==> src/rtl/pwr_seq_pkg.sv <==
// Shared types and default timing constants for the pwr_seq power/reset sequencer.
// The watchdog default is only used when PWRSEQ_WDT_EN is defined.
package pwr_seq_pkg;

  typedef enum logic [4:0] {
    ST_OFF      = 5'b00001,
    ST_RST_HOLD = 5'b00010,
    ST_RUN      = 5'b00100,
    ST_DRAIN    = 5'b01000,
    ST_COOLDOWN = 5'b10000
  } pwr_state_e;

  localparam int unsigned WAKE_CYCLES_DEF     = 32'd16;
  localparam int unsigned RST_CYCLES_DEF      = 32'd32;
  localparam int unsigned DRAIN_CYCLES_DEF    = 32'd64;
  localparam int unsigned COOLDOWN_CYCLES_DEF = 32'd256;
  localparam int unsigned CNT_W_DEF           = 32'd16;
  localparam int unsigned WDT_CYCLES_DEF      = 32'd65535;

  // A cycle count must be loadable as (cycles-1) into a cnt_w-bit down-counter.
  function automatic bit cycles_ok(input int unsigned cycles, input int unsigned cnt_w);
    return (cycles >= 32'd1) && (64'(cycles) < (64'd1 << cnt_w));
  endfunction

endpackage

==> src/rtl/pwr_seq_sync2.sv <==
// Two-flop synchronizer with a configurable reset value, used for the
// asynchronous board-level inputs of pwr_seq.
module sync2 #(
  parameter logic RST_VAL = 1'b0
) (
  input  logic clk,
  input  logic reset,
  input  logic d,
  output logic q
);

  logic meta_q;
  logic sync_q;

  // Capture and re-register the asynchronous input.
  always_ff @(posedge clk or posedge reset) begin
    if (reset) begin
      meta_q <= RST_VAL;
      sync_q <= RST_VAL;
    end else begin
      meta_q <= d;
      sync_q <= meta_q;
    end
  end

  assign q = sync_q;

endmodule

==> src/rtl/pwr_seq.sv <==
// Power/reset sequencer: debounced wake, stretched SoC reset, UART drain and cooldown.
// Optional watchdog (wdt_kick port, WDT_CYCLES parameter) is enabled by PWRSEQ_WDT_EN.
module pwr_seq
  import pwr_seq_pkg::*;
#(
  parameter int unsigned CNT_W           = CNT_W_DEF,
  parameter int unsigned WAKE_CYCLES     = WAKE_CYCLES_DEF,
  parameter int unsigned RST_CYCLES      = RST_CYCLES_DEF,
  parameter int unsigned DRAIN_CYCLES    = DRAIN_CYCLES_DEF,
  parameter int unsigned COOLDOWN_CYCLES = COOLDOWN_CYCLES_DEF
`ifdef PWRSEQ_WDT_EN
  , parameter int unsigned WDT_CYCLES    = WDT_CYCLES_DEF
`endif
) (
  input  logic       clk,
  input  logic       reset,
  input  logic       uart_cts,
  input  logic       dfu,
  input  logic       uart_tx,
  input  logic       poweroff_rq,
`ifdef PWRSEQ_WDT_EN
  input  logic       wdt_kick,
`endif
  output logic       soc_resetn,
  output logic       running,
  output logic       dfu_mode,
  output logic [7:0] wake_count,
  output logic       wdt_fired
);

  localparam bit CFG_OK = cycles_ok(WAKE_CYCLES, CNT_W) && cycles_ok(RST_CYCLES, CNT_W)
                       && cycles_ok(DRAIN_CYCLES, CNT_W) && cycles_ok(COOLDOWN_CYCLES, CNT_W)
`ifdef PWRSEQ_WDT_EN
                       && cycles_ok(WDT_CYCLES, CNT_W)
`endif
                       ;

  if (!CFG_OK) begin : g_cfg_err
    $error("pwr_seq: every *_CYCLES parameter must be >= 1 and < 2**CNT_W");
  end

  localparam logic [CNT_W-1:0] CNT_ZERO = {CNT_W{1'b0}};
  localparam logic [CNT_W-1:0] CNT_ONE  = {{(CNT_W-1){1'b0}}, 1'b1};
  localparam logic [CNT_W-1:0] WAKE_LD  = CNT_W'(WAKE_CYCLES - 32'd1);
  localparam logic [CNT_W-1:0] RST_LD   = CNT_W'(RST_CYCLES - 32'd1);
  localparam logic [CNT_W-1:0] DRAIN_LD = CNT_W'(DRAIN_CYCLES - 32'd1);
  localparam logic [CNT_W-1:0] COOL_LD  = CNT_W'(COOLDOWN_CYCLES - 32'd1);

  logic cts_s;
  logic dfu_s;

  sync2 #(.RST_VAL(1'b1)) u_sync_cts (.clk(clk), .reset(reset), .d(uart_cts), .q(cts_s));
  sync2 #(.RST_VAL(1'b0)) u_sync_dfu (.clk(clk), .reset(reset), .d(dfu),      .q(dfu_s));

  pwr_state_e       state_q, state_d;
  logic [CNT_W-1:0] cnt_q, cnt_d;
  logic             dfu_mode_q, dfu_mode_d;
  logic [7:0]       wake_count_q, wake_count_d;
  logic             soc_resetn_q, running_q, run_out_d;
  logic             wdt_expire;
  logic             cnt_zero;

`ifdef PWRSEQ_WDT_EN
  localparam logic [CNT_W-1:0] WDT_LD = CNT_W'(WDT_CYCLES - 32'd1);
  logic [CNT_W-1:0] wdt_cnt_q, wdt_cnt_d;
  logic             wdt_fired_q, wdt_fired_d;
`endif

  // Next-state, counter and latched-output logic.
  always_comb begin
    state_d      = state_q;
    cnt_d        = cnt_q;
    dfu_mode_d   = dfu_mode_q;
    wake_count_d = wake_count_q;
    wdt_expire   = 1'b0;
    cnt_zero     = (cnt_q == CNT_ZERO);

`ifdef PWRSEQ_WDT_EN
    wdt_cnt_d = wdt_cnt_q;
    if (state_q == ST_RUN) begin
      if (wdt_kick) begin
        wdt_cnt_d = WDT_LD;
      end else if (wdt_cnt_q == CNT_ZERO) begin
        wdt_expire = 1'b1;
      end else begin
        wdt_cnt_d = wdt_cnt_q - CNT_ONE;
      end
    end else if ((state_q == ST_RST_HOLD) && cnt_zero) begin
      wdt_cnt_d = WDT_LD;
    end else begin
      wdt_cnt_d = wdt_cnt_q;
    end
    wdt_fired_d = wdt_fired_q | wdt_expire;
`endif

    case (state_q)
      ST_OFF: begin
        if (cts_s) begin
          cnt_d = WAKE_LD;
        end else if (cnt_zero) begin
          state_d      = ST_RST_HOLD;
          cnt_d        = RST_LD;
          dfu_mode_d   = dfu_s;
          wake_count_d = wake_count_q + 8'd1;
        end else begin
          cnt_d = cnt_q - CNT_ONE;
        end
      end
      ST_RST_HOLD: begin
        if (cnt_zero) begin
          state_d = ST_RUN;
        end else begin
          cnt_d = cnt_q - CNT_ONE;
        end
      end
      ST_RUN: begin
        if (poweroff_rq || wdt_expire) begin
          state_d = ST_DRAIN;
          cnt_d   = DRAIN_LD;
        end else begin
          cnt_d = cnt_q;
        end
      end
      // Only an unbroken run of idle-high TX cycles counts as drained.
      ST_DRAIN: begin
        if (!uart_tx) begin
          cnt_d = DRAIN_LD;
        end else if (cnt_zero) begin
          state_d = ST_COOLDOWN;
          cnt_d   = COOL_LD;
        end else begin
          cnt_d = cnt_q - CNT_ONE;
        end
      end
      ST_COOLDOWN: begin
        if (cnt_zero) begin
          state_d = ST_OFF;
          cnt_d   = WAKE_LD;
        end else begin
          cnt_d = cnt_q - CNT_ONE;
        end
      end
      default: begin
        state_d = ST_OFF;
        cnt_d   = WAKE_LD;
      end
    endcase

    // Outputs follow the state one cycle late, except the drop into cooldown is immediate.
    run_out_d = (state_q == ST_RUN) || ((state_q == ST_DRAIN) && (state_d == ST_DRAIN));
  end

  // Sequencer state and registered outputs.
  always_ff @(posedge clk or posedge reset) begin
    if (reset) begin
      state_q      <= ST_OFF;
      cnt_q        <= WAKE_LD;
      dfu_mode_q   <= 1'b0;
      wake_count_q <= 8'd0;
      soc_resetn_q <= 1'b0;
      running_q    <= 1'b0;
    end else begin
      state_q      <= state_d;
      cnt_q        <= cnt_d;
      dfu_mode_q   <= dfu_mode_d;
      wake_count_q <= wake_count_d;
      soc_resetn_q <= run_out_d;
      running_q    <= run_out_d;
    end
  end

`ifdef PWRSEQ_WDT_EN
  // Watchdog counter and sticky expiry flag.
  always_ff @(posedge clk or posedge reset) begin
    if (reset) begin
      wdt_cnt_q   <= WDT_LD;
      wdt_fired_q <= 1'b0;
    end else begin
      wdt_cnt_q   <= wdt_cnt_d;
      wdt_fired_q <= wdt_fired_d;
    end
  end

  assign wdt_fired = wdt_fired_q;
`else
  assign wdt_fired = 1'b0;
`endif

  assign soc_resetn = soc_resetn_q;
  assign running    = running_q;
  assign dfu_mode   = dfu_mode_q;
  assign wake_count = wake_count_q;

endmodule

==> config.mk <==
export PLATFORM = sky130hd
export DESIGN_NAME = pwr_seq
export DESIGN_NICKNAME = d
export VERILOG_FILES = /design/src/rtl/pwr_seq_pkg.sv /design/src/rtl/pwr_seq_sync2.sv /design/src/rtl/pwr_seq.sv
export SDC_FILE = /design/constraint.sdc
export NUM_CORES = 1
export LEC_CHECK = 0
export BUFFER_PORTS_ARGS = -buffer_cell sky130_fd_sc_hd__buf_2
export CAP_MARGIN = 10
export CORE_ASPECT_RATIO = 1.2
export CORE_MARGIN = 2
export CORE_UTILIZATION = 58
export CTS_CLUSTER_SIZE = 28
export DETAILED_ROUTE_END_ITERATION = 12
export GPL_TIMING_DRIVEN = 0
export PLACE_DENSITY = 0.74
export SLEW_MARGIN = 20
export SYNTH_ARGS = -nofsm -noshare
export SYNTH_HDL_FRONTEND = slang
export SYNTH_SLANG_ARGS = --single-unit
==> constraint.sdc <==
create_clock -name clk -period 5.8 [get_ports clk]
set_input_delay 1.16 -clock clk [delete_from_list [all_inputs] [get_ports clk]]
set_output_delay 1.16 -clock clk [all_outputs]
set_load 0.03 [all_outputs]
==> results of run 1 <==
critical path: cells and delay by family (launching register included):
kind,cells,cell delay [ns]
simple gates,3,1.40
mux,1,0.41
flops,1,0.39
fa+ha+maj,1,0.26
buf+inv,1,0.07
registers in the layout, indices dropped and copies added (netlist names):
register / cells
cnt_q: 16
wake_count: 8
state_q: 5
dfu_mode: 1
running: 1
u_sync_cts.meta_q: 1
u_sync_cts.q: 1
u_sync_dfu.meta_q: 1
u_sync_dfu.q: 1
through the flow:
stage                     instance area (um^2)  cells  hold slack [ns]  utilization  power [uW]
final                                     2360    281            0.364        0.694         713
after global routing                      2360    281            0.373        0.694         748
after CTS                                 2360    281            0.365        0.694         713
after detailed placement                  2220    273            0.344        0.654         445
after global placement                    2220    273            0.343        0.654         437
after floorplan                           2090    220            0.331            -         408
layout make-up:
class	count	area (um^2)	share of cell area
Inverter	5	18.8	0.00797
Clock inverter	3	67.6	0.0287
Clock buffer	5	68.8	0.0292
Sequential cell	35	885	0.375
Buffer	12	62.6	0.0266
Timing Repair Buffer	16	80.1	0.0340
Tap cell	37	46.3	0.0196
Multi-Input combinational cell	168	1130	0.478
per-layer routing:
layer | GRT usage | up-vias | part of all wire
met1 | 0.378 | 928 | 0.40
met4 | 0.109 | 0 | 0.031
met2 | 0.485 | 83 | 0.51
met5 | 0 | - | 0
met3 | 0.0578 | 21 | 0.057
li1 | - | 883 | -
path summary, 6_finish.rpt:
| check | slack (ns) | end | from |
|---|---|---|---|
| worst min register to register | 0.36 | u_sync_dfu.q | u_sync_dfu.meta_q |
| min in group asynchronous | 0.98 | cnt_q[12] | reset |
| worst max-delay path | 3.16 | dfu_mode | cnt_q[0] |
| worst min-delay path | 0.36 | u_sync_dfu.q | u_sync_dfu.meta_q |
| worst max register to register | 3.16 | dfu_mode | cnt_q[0] |
| max in group asynchronous | 4.36 | wake_count[5] | reset |
cell usage in the layout, fill, tap and decap left out, drive strengths merged, types with 3 or more instances in the layout:
cell,netlist,routed
or4,6,6
clkbuf,6,11
xnor2,6,6
buf,6,22
inv,5,5
nand2,15,15
xor2,6,6
nand2b,4,4
nor4,7,7
o211ai,7,7
nand4,8,8
o31ai,4,4
or3,7,7
nor3,8,8
o2111ai,3,3
nor2,13,13
dfrtp,28,28
a21oi,9,9
o21ai,12,12
a31oi,5,5
nand3,3,3
dfstp,7,7
or2,4,4
cell families (layout without fill, tap and decap cells):
group	count (synthesis)	after routing	synth area share
simple gates	89	89	0.253
buf+inv	17	41	0.0388
other cells	1	1	0.00179
xor+xnor	12	12	0.0502
fa+ha+maj	2	2	0.0120
flops	35	35	0.423
compound gates	60	60	0.201
mux	4	4	0.0203
power breakdown:
part	leakage, uW	switching [uW]	internal, uW
clock network	0.0000644	96.5	171
registers	0.000460	20.2	272
logic	0.000616	92.0	61.3
==> qor.csv, run 1 <==
stage,metric,value,unit
pwr,worst vdd rail ir drop,0.000231,V
clock_network,Post-CTS Hold Fix Bufs,0,
route,DR iter-0 viols,150,
setup_path,CP Capture Type,register,
setup_path,crit path cell chain,inv_1 -> ha_1 -> nor4b_1 -> nand4_2 -> nor3_2 -> mux2_2,
setup_path,critical path peak fanout,10,
route,DR pass1 iterations,8,
floorplanning,# rows,23,
global_routing,initial antenna violation count,0,
logic_synthesis,"Top FF cell, synth",dfrtp_1,
placed_design,Post-DP HPWL,3710,um
route,Antenna Nets Post-Route,0,
setup_path,Crit-path slowest cell,nor3_2,
run_status,failing checks,design-rule violations,
pwr,pwr/cell area,303,nW/um^2
timing,worst slew pin tran,0.770,ns
logic_synthesis,synthesized cell area,2090,um^2
timing,unrepaired setup endpoints after global routing,false,
clock_network,root buf cell,clkbuf_8,
placed_design,# port buffers,16,
logic_synthesis,Post-Syn Nets,228,
clock_network,later-pin clock latency in the skew report,0.29,ns
floorplanning,Ports,18,
logic_synthesis,synth warn,0,
logic_synthesis,Async SR Flop Fraction,1.00,
timing,Final Worst Setup Slack,3.16,ns
clock_network,CTS tree,done,
setup_path,type of the worst setup path,reg -> reg,
setup_path,CP arrival,2.82,ns
clock_network,clock-pin transition on the worst setup and hold timing paths,0.07,ns
clock_network,TritonCTS buffer count,5,
global_routing,first-pass GRT wire length,9460,um
logic_synthesis,sequential area share after synthesis,0.423,
logic_synthesis,post-synth top area cell,dfrtp_1,
clock_network,post_cts resized,0,
setup_path,CP startpoint kind,register,
global_routing,largest net degree at the start of global routing,36,
logic_synthesis,dominant cells by area after synthesis,"dfrtp_1 (33%), dfstp_2 (8.8%), nand2_1 (2.7%)",
run_status,status,"complete, but fails checks",
pwr,P_leak,0.00114,uW
global_routing,GR Util All Layers,0.295,
logic_synthesis,synth cell count leaders,"dfrtp_1 (28), nand2_1 (15), nor2_1 (13), o21ai_0 (11), a21oi_1 (9)",
setup_path,"slowest stage delay, CP",0.70,ns
finish,fill count,273,
floorplanning,die height,69.8,um
global_routing,grt ovf,0,
timing,f_max,379,MHz
clock_network,clock buffer depth,2,
logic_synthesis,"count leader, synth",dfrtp_1,
logic_synthesis,top-area cell type share of the netlist area,0.335,
logic_synthesis,synthesized instance count,220,
floorplanning,Die Footprint,4110,um^2
route,Vias/cell,6.81,
timing,fin crit period,2.64,ns
floorplanning,Initial Util,0.616,
setup_path,FF-to-FF path depth,6,
hold_path,Worst Hold Class,reg -> reg,
placed_design,Setup WS pre-CTS,3.13,ns
clock_network,H-tree depth,2,
finish,"Area growth, synth to finish",12.6,%
clock_network,clock sink count,35,
clock_network,Post-CTS Setup Bufs,0,
timing,fin crit share,0.455,
logic_synthesis,Syn Area/Cell,9.51,um^2
finish,fraction of layout cells with a size suffix above 1,0.217,
placed_design,routability cong.,0.847,
setup_path,CP required,5.98,ns
route,drt drc,1,
finish,# nets final,251,
logic_synthesis,Netlist cell types,64,
floorplanning,core area,3400,um^2
timing,Final Hold Viols,0,
route,WL per Instance,18.4,um
route,DR vias,1915,
timing,Clock Skew,0.00702,ns
logic_synthesis,"EDFF count, synth",0,
finish,ant diodes,0,
logic_synthesis,"FF+latch count, synth",35,
hold_path,Hold Path Stages,0,
run,# Max-Cap Violations,0,
route,final WL,5180,um
timing,setup TNS,0,ns
timing,Rel. slew slack,0.484,
timing,Final Slew Violations,0,
floorplanning,die width,58.8,um
global_routing,number of global-route vias before repair,1988,
timing,final setup vio count,0,
(Power assumes the default switching activity.)
==> run 2: changes to the inputs <==
--- a/config.mk
+++ b/config.mk
@@ -5,15 +5,16 @@
 export SDC_FILE = /design/constraint.sdc
 export NUM_CORES = 1
 export LEC_CHECK = 0
+export ABC_AREA = 1
 export BUFFER_PORTS_ARGS = -buffer_cell sky130_fd_sc_hd__buf_2
 export CAP_MARGIN = 10
 export CORE_ASPECT_RATIO = 1.2
 export CORE_MARGIN = 2
-export CORE_UTILIZATION = 58
+export CORE_UTILIZATION = 54
 export CTS_CLUSTER_SIZE = 28
 export DETAILED_ROUTE_END_ITERATION = 12
 export GPL_TIMING_DRIVEN = 0
-export PLACE_DENSITY = 0.74
+export PLACE_DENSITY = 0.72
 export SLEW_MARGIN = 20
 export SYNTH_ARGS = -nofsm -noshare
 export SYNTH_HDL_FRONTEND = slang
==> constraint.sdc (replaced) <==
create_clock -name clk -period 2.4 [get_ports clk]
set_input_delay 0.48 -clock clk [delete_from_list [all_inputs] [get_ports clk]]
set_output_delay 0.48 -clock clk [all_outputs]
set_load 0.03 [all_outputs]
==> qor.csv, run 2 <==
stage,metric,value,unit,change
run_status,status,"finished, final reports clean",,
pwr,Sequential Power Share,0.474,,+0.065
floorplanning,Ports,18,,unchanged
global_routing,largest net degree at the start of global routing,36,,unchanged
pwr,P_leak,0.00138,uW,+21%
timing,worst slew pin tran,0.691,ns,-0.0787 ns
logic_synthesis,synthesized instance count,288,,+31%
global_routing,met1 Track Usage GR,0.257,,-0.121
placed_design,# port buffers,16,,unchanged
logic_synthesis,synth cell count leaders,"nand2_1 (66), inv_1 (37), nor2_1 (31), dfrtp_1 (28), nand3_1 (25)",,
finish,"Area growth, synth to finish",12.4,%,
clock_network,clock-pin transition on the worst setup and hold timing paths,0.07,ns,about the same
finish,"commonest non-fill, non-tap cell in the layout",nand2_1,,
clock_network,H-tree depth,2,,unchanged
floorplanning,die height,74.9,um,+7.3%
logic_synthesis,synth warn,0,,unchanged
setup_path,critical path peak fanout,10,,unchanged
global_routing,number of global-route vias before repair,1709,,-14%
clock_network,root buf cell,clkbuf_8,,
clock_network,CTS tree,done,,
logic_synthesis,Syn Area/Cell,7.86,um^2,-17%
logic_synthesis,sequential area share after synthesis,0.391,,-0.0318
route,DR pass1 iterations,4,,-4
global_routing,met3 GRT Util,0.0359,,-0.0220
finish,fraction of layout cells with a size suffix above 1,0.240,,+0.0232
route,final WL,4340,um,-16%
placed_design,Placed Cells,358,,+31%
pwr,Internal,1030,uW,+110%
clock_network,post_cts resized,0,,unchanged
placed_design,Post-DP HPWL,3320,um,-11%
finish,max reg flops,16,,unchanged
setup_path,CP arrival,2.12,ns,-0.70 ns
finish,Finished Layout Cells,366,,+30%
finish,register area,885,um^2,unchanged
global_routing,first-pass GRT wire length,7430,um,-21%
finish,multi-input logic area,1180,um^2,+4.9%
clock_network,Post-CTS Setup Bufs,0,,unchanged
timing,Fin Hold WS,0.289,ns,-0.0754 ns
pwr,Switch Pwr,254,uW,+22%
floorplanning,Die Footprint,4730,um^2,+15%
timing,Rel. slew slack,0.538,,+0.0546
pwr,Net Sw Frac,0.197,,-0.0953
floorplanning,die width,63.1,um,+7.2%
timing,Final Hold Viols,0,,unchanged
clock_network,clock sink count,35,,unchanged
clock_network,later-pin clock latency in the skew report,0.29,ns,about the same
logic_synthesis,"FF+latch count, synth",35,,unchanged
finish,# nets final,319,,+27%
global_routing,gr busiest metal,met2,,
logic_synthesis,top-area cell type share of the netlist area,0.310,,-0.0252
logic_synthesis,"EDFF count, synth",0,,unchanged
logic_synthesis,synthesized cell area,2260,um^2,+8.1%
clock_network,TritonCTS buffer count,5,,unchanged
route,Vias/cell,5.01,,-27%
floorplanning,# rows,25,,+8.7%
floorplanning,Initial Util,0.570,,-0.0467
hold_path,Worst Hold Class,in -> reg,,
timing,fin crit period,1.90,ns,-0.738 ns
logic_synthesis,post-synth top area cell,dfrtp_1,,
timing,unrepaired setup endpoints after global routing,false,,
timing,f_max,527,MHz,+39%
logic_synthesis,dominant cells by area after synthesis,"dfrtp_1 (31%), nand2_1 (11%), dfstp_2 (8.1%)",,
route,WL per Instance,11.8,um,-36%
global_routing,grt ovf,0,,unchanged
run,# Max-Cap Violations,0,,unchanged
pwr,clock power share,0.485,,+0.109
setup_path,CP startpoint kind,register,,
finish,ant diodes,0,,unchanged
timing,Final Worst Setup Slack,0.502,ns,-2.66 ns
logic_synthesis,Post-Syn Nets,296,,+30%
global_routing,initial antenna violation count,0,,unchanged
setup_path,CP Capture Type,register,,
pwr,Gate power share,0.041,,-0.174
clock_network,Post-CTS Hold Fix Bufs,0,,unchanged
pwr,worst vdd rail ir drop,0.000440,V,+90%
global_routing,M2 GR Usage,0.366,,-0.119
finish,fill count,364,,+33%
timing,Final Slew Violations,0,,unchanged
setup_path,CP required,2.62,ns,-3.36 ns
timing,fin crit share,0.791,,+0.336
global_routing,GR Util All Layers,0.205,,-0.0907
placed_design,Setup WS pre-CTS,0.537,ns,-2.60 ns
route,DR iter-0 viols,52,,-65%
logic_synthesis,Netlist cell types,34,,-47%
route,Antenna Nets Post-Route,0,,unchanged
clock_network,clock buffer depth,2,,unchanged
logic_synthesis,"count leader, synth",nand2_1,,
timing,Clock Skew,0.00863,ns,+0.00162 ns
setup_path,type of the worst setup path,reg -> reg,,
timing,final setup vio count,0,,unchanged
route,drt drc,0,,-1
route,DR vias,1832,,-4.3%
timing,setup TNS,0,ns,unchanged
placed_design,routability cong.,0.882,,+4.2%
logic_synthesis,Async SR Flop Fraction,1.00,,unchanged
finish,Reg with most FFs,cnt_q,,
finish,"commonest cells after routing, fill and taps aside","nand2_1 (66), inv_1 (36), nor2_1 (31)",,
logic_synthesis,"Top FF cell, synth",dfrtp_1,,
pwr,pwr/cell area,506,nW/um^2,+67%
floorplanning,core area,3970,um^2,+17%
## run 2: changes by cell type after synthesis, sizes merged, moves of 4 or more
cell    change
nor3        -4
o211ai      -7
nor4        -7
nand3      +26
or4         -6
nand2b      -4
or3         -7
nand2      +59
clkbuf      -6
o31ai       -4
inv        +35
a31oi       -5
nor2       +33
## run 2: area by class of cell
type / count / share of cell area
clock inverters: 2 / 0.0236
repair buffers: 16 / 0.0315
well taps: 54 / 0.0266
clock buffers: 6 / 0.0285
inverters: 40 / 0.0590
flip-flops and latches: 35 / 0.348
multi-input cells: 209 / 0.465
plain buffers: 4 / 0.0182
## run 2: per-layer routing
| layer | vias up | wire (um) | share of wire |
|---|---|---|---|
| met5 | - | 0 | 0 |
| met4 | 0 | 63 | 0.015 |
| met3 | 8 | 88 | 0.020 |
| met2 | 18 | 2110 | 0.49 |
| met1 | 852 | 2070 | 0.48 |
| li1 | 954 | - | - |
## run 2: worst paths after layout
| kind | from | end | slack (ns) | cells past startpoint |
|---|---|---|---|---|
| max | cnt_q[0] | cnt_q[1] | 0.50 | 11 |
| min | uart_cts | u_sync_cts.meta_q | 0.29 | 1 |
| max reg2reg | cnt_q[0] | cnt_q[1] | 0.50 | 11 |
| min reg2reg | u_sync_cts.meta_q | u_sync_cts.q | 0.36 | 0 |
| max in group asynchronous | reset | cnt_q[9] | 1.66 | 2 |
| min in group asynchronous | reset | cnt_q[5] | 0.30 | 2 |
## run 2: through the flow
step	power, uW	instance area, um^2	utilization
global placement	673	2410	0.607
floorplan	658	2260	-
global route	1340	2540	0.640
CTS	1300	2540	0.640
detailed placement	675	2410	0.607
finish	1290	2540	0.640
## run 2: critical path, cell delays in order (launching register included)
cell and delay, ns:
dfstp_2 0.57, inv_1 0.09, ha_1 0.26, nand2_4 0.14
nor2_4 0.06, nand3_2 0.07, nand2_2 0.07, buf_12 0.15
nor2_8 0.16, nand2_2 0.07, nor2_1 0.12, nor2_1 0.06
## run 2: cells by family (layout without fill, tap and decap cells)
kind of cell             after synthesis  in the layout  share of synthesized area
AO/OA/AOI/OAI                         23             23                     0.0542
XOR/XNOR                              14             14                     0.0542
adder cells (fa/ha/maj)                2              2                     0.0111
buffers and inverters                 44             68                     0.0868
flip-flops                            35             35                      0.391
multiplexers                           5              5                     0.0249
other                                  1              1                    0.00166
AND/OR/NAND/NOR                      164            164                      0.376
## run 2: power by group through the flow
stage | logic, uW | registers (uW) | clock network [uW]
finish | 52.4 | 610 | 625
global route | 60.7 | 611 | 667
CTS | 53.6 | 611 | 637
detailed placement | 53.4 | 621 | 0
global placement | 51.9 | 621 | 0
floorplan | 39.4 | 619 | 0
==> run 3: changes to the inputs <==
--- a/config.mk
+++ b/config.mk
@@ -5,16 +5,16 @@
 export SDC_FILE = /design/constraint.sdc
 export NUM_CORES = 1
 export LEC_CHECK = 0
-export ABC_AREA = 1
+export ABC_AREA = 0
 export BUFFER_PORTS_ARGS = -buffer_cell sky130_fd_sc_hd__buf_2
 export CAP_MARGIN = 10
 export CORE_ASPECT_RATIO = 1.2
 export CORE_MARGIN = 2
-export CORE_UTILIZATION = 54
+export CORE_UTILIZATION = 53
 export CTS_CLUSTER_SIZE = 28
 export DETAILED_ROUTE_END_ITERATION = 12
 export GPL_TIMING_DRIVEN = 0
-export PLACE_DENSITY = 0.72
+export PLACE_DENSITY = 0.71
 export SLEW_MARGIN = 20
 export SYNTH_ARGS = -nofsm -noshare
 export SYNTH_HDL_FRONTEND = slang
==> constraint.sdc (replaced) <==
create_clock -name clk -period 1.5 [get_ports clk]
set_input_delay 0.3 -clock clk [delete_from_list [all_inputs] [get_ports clk]]
set_output_delay 0.3 -clock clk [all_outputs]
set_load 0.03 [all_outputs]
==> qor.csv, run 3 (same netlist as run 1, synthesis figures left out) <==
stage,metric,value,unit,change
global_routing,met3 GRT Util,0.0514,,+0.0155
timing,unrepaired setup endpoints after global routing,true,,
floorplanning,core area,3880,um^2,-2.4%
placed_design,Placement Cell Area,2360,um^2,-2.2%
placed_design,Post-DP HPWL,3470,um,+4.5%
floorplanning,Die Footprint,4470,um^2,-5.4%
timing,Final Hold Viols,0,,unchanged
pwr,pwr/cell area,1040,nW/um^2,+110%
hold_path,beginning of the worst hold path,uart_cts,,
placed_design,Setup WS pre-CTS,-0.733,ns,-1.27 ns
setup_path,CP dominant cell by count,or3_4,,
placed_design,# port buffers,16,,unchanged
finish,post-route cell area,2950,um^2,+16%
route,Antenna Nets Post-Route,0,,unchanged
timing,Final Worst Setup Slack,-0.650,ns,-1.15 ns
setup_path,Crit-path slowest cell,or4_4,,
global_routing,M2 GR Usage,0.485,,+0.118
pwr,Final Total Pwr,3070,uW,+140%
setup_path,CP startpoint kind,register,,
floorplanning,die width,61.4,um,-2.7%
global_routing,grt ovf,0,,unchanged
route,final WL,6370,um,+47%
clock_network,CTS tree,done,,
finish,# nets final,276,,-13%
timing,Clock Skew,0.00847,ns,-0.000168 ns
setup_path,"slowest stage delay, CP",0.56,ns,about the same
clock_network,clock sink count,35,,unchanged
placed_design,routability cong.,0.837,,-5.1%
hold_path,Worst Hold Class,in -> reg,,
pwr,P_leak,0.00132,uW,-4.2%
setup_path,RR Startpoint,cnt_q[1],,
clock_network,later-pin clock latency in the skew report,0.30,ns,about the same
global_routing,GR Util All Layers,0.304,,+0.0990
global_routing,met1 Track Usage GR,0.395,,+0.137
timing,worst slew pin tran,0.716,ns,+0.0246 ns
clock_network,clock buffer depth,2,,unchanged
setup_path,CP arrival,2.38,ns,+0.26 ns
setup_path,crit path cell chain,or4_4 -> or3_4 -> or3_4 -> nor3_1 -> a22o_1,,
route,WL per Instance,19.7,um,+66%
global_routing,largest net degree at the start of global routing,36,,unchanged
route,DR iter-0 viols,252,,+380%
route,drt drc,0,,unchanged
timing,Final Slew Violations,0,,unchanged
finish,ant diodes,0,,unchanged
global_routing,first-pass GRT wire length,9980,um,+34%
route,Vias/cell,6.58,,+31%
finish,"Area growth, synth to finish",41.1,%,
run,# Max-Cap Violations,0,,unchanged
clock_network,clock-pin transition on the worst setup and hold timing paths,0.08,ns,about the same
finish,"commonest cells after routing, fill and taps aside","dfrtp_1 (24), buf_4 (19), buf_2 (18)",,
setup_path,buffers and inverters on the worst path,0,,-2
timing,fin crit period,2.15,ns,+0.252 ns
clock_network,TritonCTS buffer count,5,,unchanged
timing,final setup vio count,31,,+31
route,DR vias,2125,,+16%
floorplanning,die height,72.8,um,-2.8%
timing,setup TNS,-14.74,ns,-14.74 ns
run_status,status,"complete, but fails checks",,
timing,f_max,465,MHz,-12%
setup_path,Crit. Startpoint,cnt_q[1],,
setup_path,CP required,1.73,ns,-0.89 ns
setup_path,reg2reg setup slack,-0.65,ns,-1.15 ns
finish,max reg flops,16,,unchanged
clock_network,root buf cell,clkbuf_8,,
route,DR pass1 iterations,5,,+1
setup_path,cell family with most CP delay,simple AND/OR/NAND/NOR gates,,
finish,"commonest non-fill, non-tap cell in the layout",dfrtp_1,,
floorplanning,# rows,25,,unchanged
clock_network,H-tree depth,2,,unchanged
setup_path,CP Capture Type,register,,
setup_path,type of the worst setup path,reg -> reg,,
floorplanning,Ports,18,,unchanged
finish,Reg with most FFs,cnt_q,,
global_routing,gr busiest metal,met2,,
global_routing,initial antenna violation count,0,,unchanged
setup_path,critical path peak fanout,3,,-7
timing,Rel. slew slack,0.522,,-0.0164
floorplanning,Initial Util,0.540,,-0.0301
finish,fraction of layout cells with a size suffix above 1,0.494,,+0.254
timing,fin crit share,1.43,,+0.642
run_status,failing checks,negative setup slack,,
clock_network,Post-CTS Hold Fix Bufs,0,,unchanged
pwr,worst vdd rail ir drop,0.000764,V,+74%
global_routing,number of global-route vias before repair,2058,,+20%
## run 3: cell types whose count changed in the layout (fill, tap and decap cells not counted), sizes merged, moves of 5 or more
cell,change
or4,+6
nor4,+7
inv,-35
nand2,-59
buf,+31
o211ai,+7
nor2,-33
nand3,-26
or3,+7
a31oi,+5
## run 3: worst reg2reg max path, delay by kind of cell, from the launching register on
kind / cells / cell delay [ns]
AO/OA/AOI/OAI: 1 / 0.19
flip-flops: 1 / 0.39
AND/OR/NAND/NOR: 4 / 1.52
## run 3: cell type report
| class | count | area, um^2 |
|---|---|---|
| Fill cell | 288 | 926 |
| Tap cell | 54 | 67.6 |
| Inverter | 5 | 18.8 |
| Clock buffer | 5 | 68.8 |
| Multi-Input combinational cell | 168 | 1440 |
| Buffer | 9 | 72.6 |
| Timing Repair Buffer | 44 | 332 |
| Sequential cell | 35 | 890 |
| Clock inverter | 3 | 67.6 |
## run 3: metal layers
layer  routed length (um)  share of wire
met5                    0              0
met4                  309          0.049
met3                  465          0.073
met2                 3060           0.48
met1                 2530           0.40
## run 3: power by group
| group | switching, uW | internal (uW) | leakage, uW |
|---|---|---|---|
| Sequential | 101 | 1050 | 0.000453 |
| Clock | 379 | 663 | 0.0000644 |
| Combinational | 469 | 405 | 0.000802 |
## run 3: path summary, 6_finish.rpt
kind	to	depth (start not counted)
worst max-delay path	cnt_q[13]	5
worst min-delay path	u_sync_cts.meta_q	1
worst min register to register	u_sync_dfu.q	0
worst max register to register	cnt_q[13]	5
min in group asynchronous	u_sync_dfu.q	2
max in group asynchronous	cnt_q[8]	2
## run 3: what timing repair did
| item | CTS | global route |
|---|---|---|
| buffers inserted | 22 | 4 |
| endpoints found under the setup margin | 31 | 31 |
| resized for setup | 48 | 19 |
| pin swaps | 26 | 9 |
| cloned | 3 | 0 |
## run 3: per-stage QoR
step           std cells  hold WS [ns]   util
5_1_grt              323        0.0874  0.761
3_5_place_dp         290         0.336  0.608
6_report             323        0.0939  0.761
4_1_cts              321        0.0917  0.738
2_1_floorplan        220         0.304      -
3_3_place_gp         290         0.339  0.608
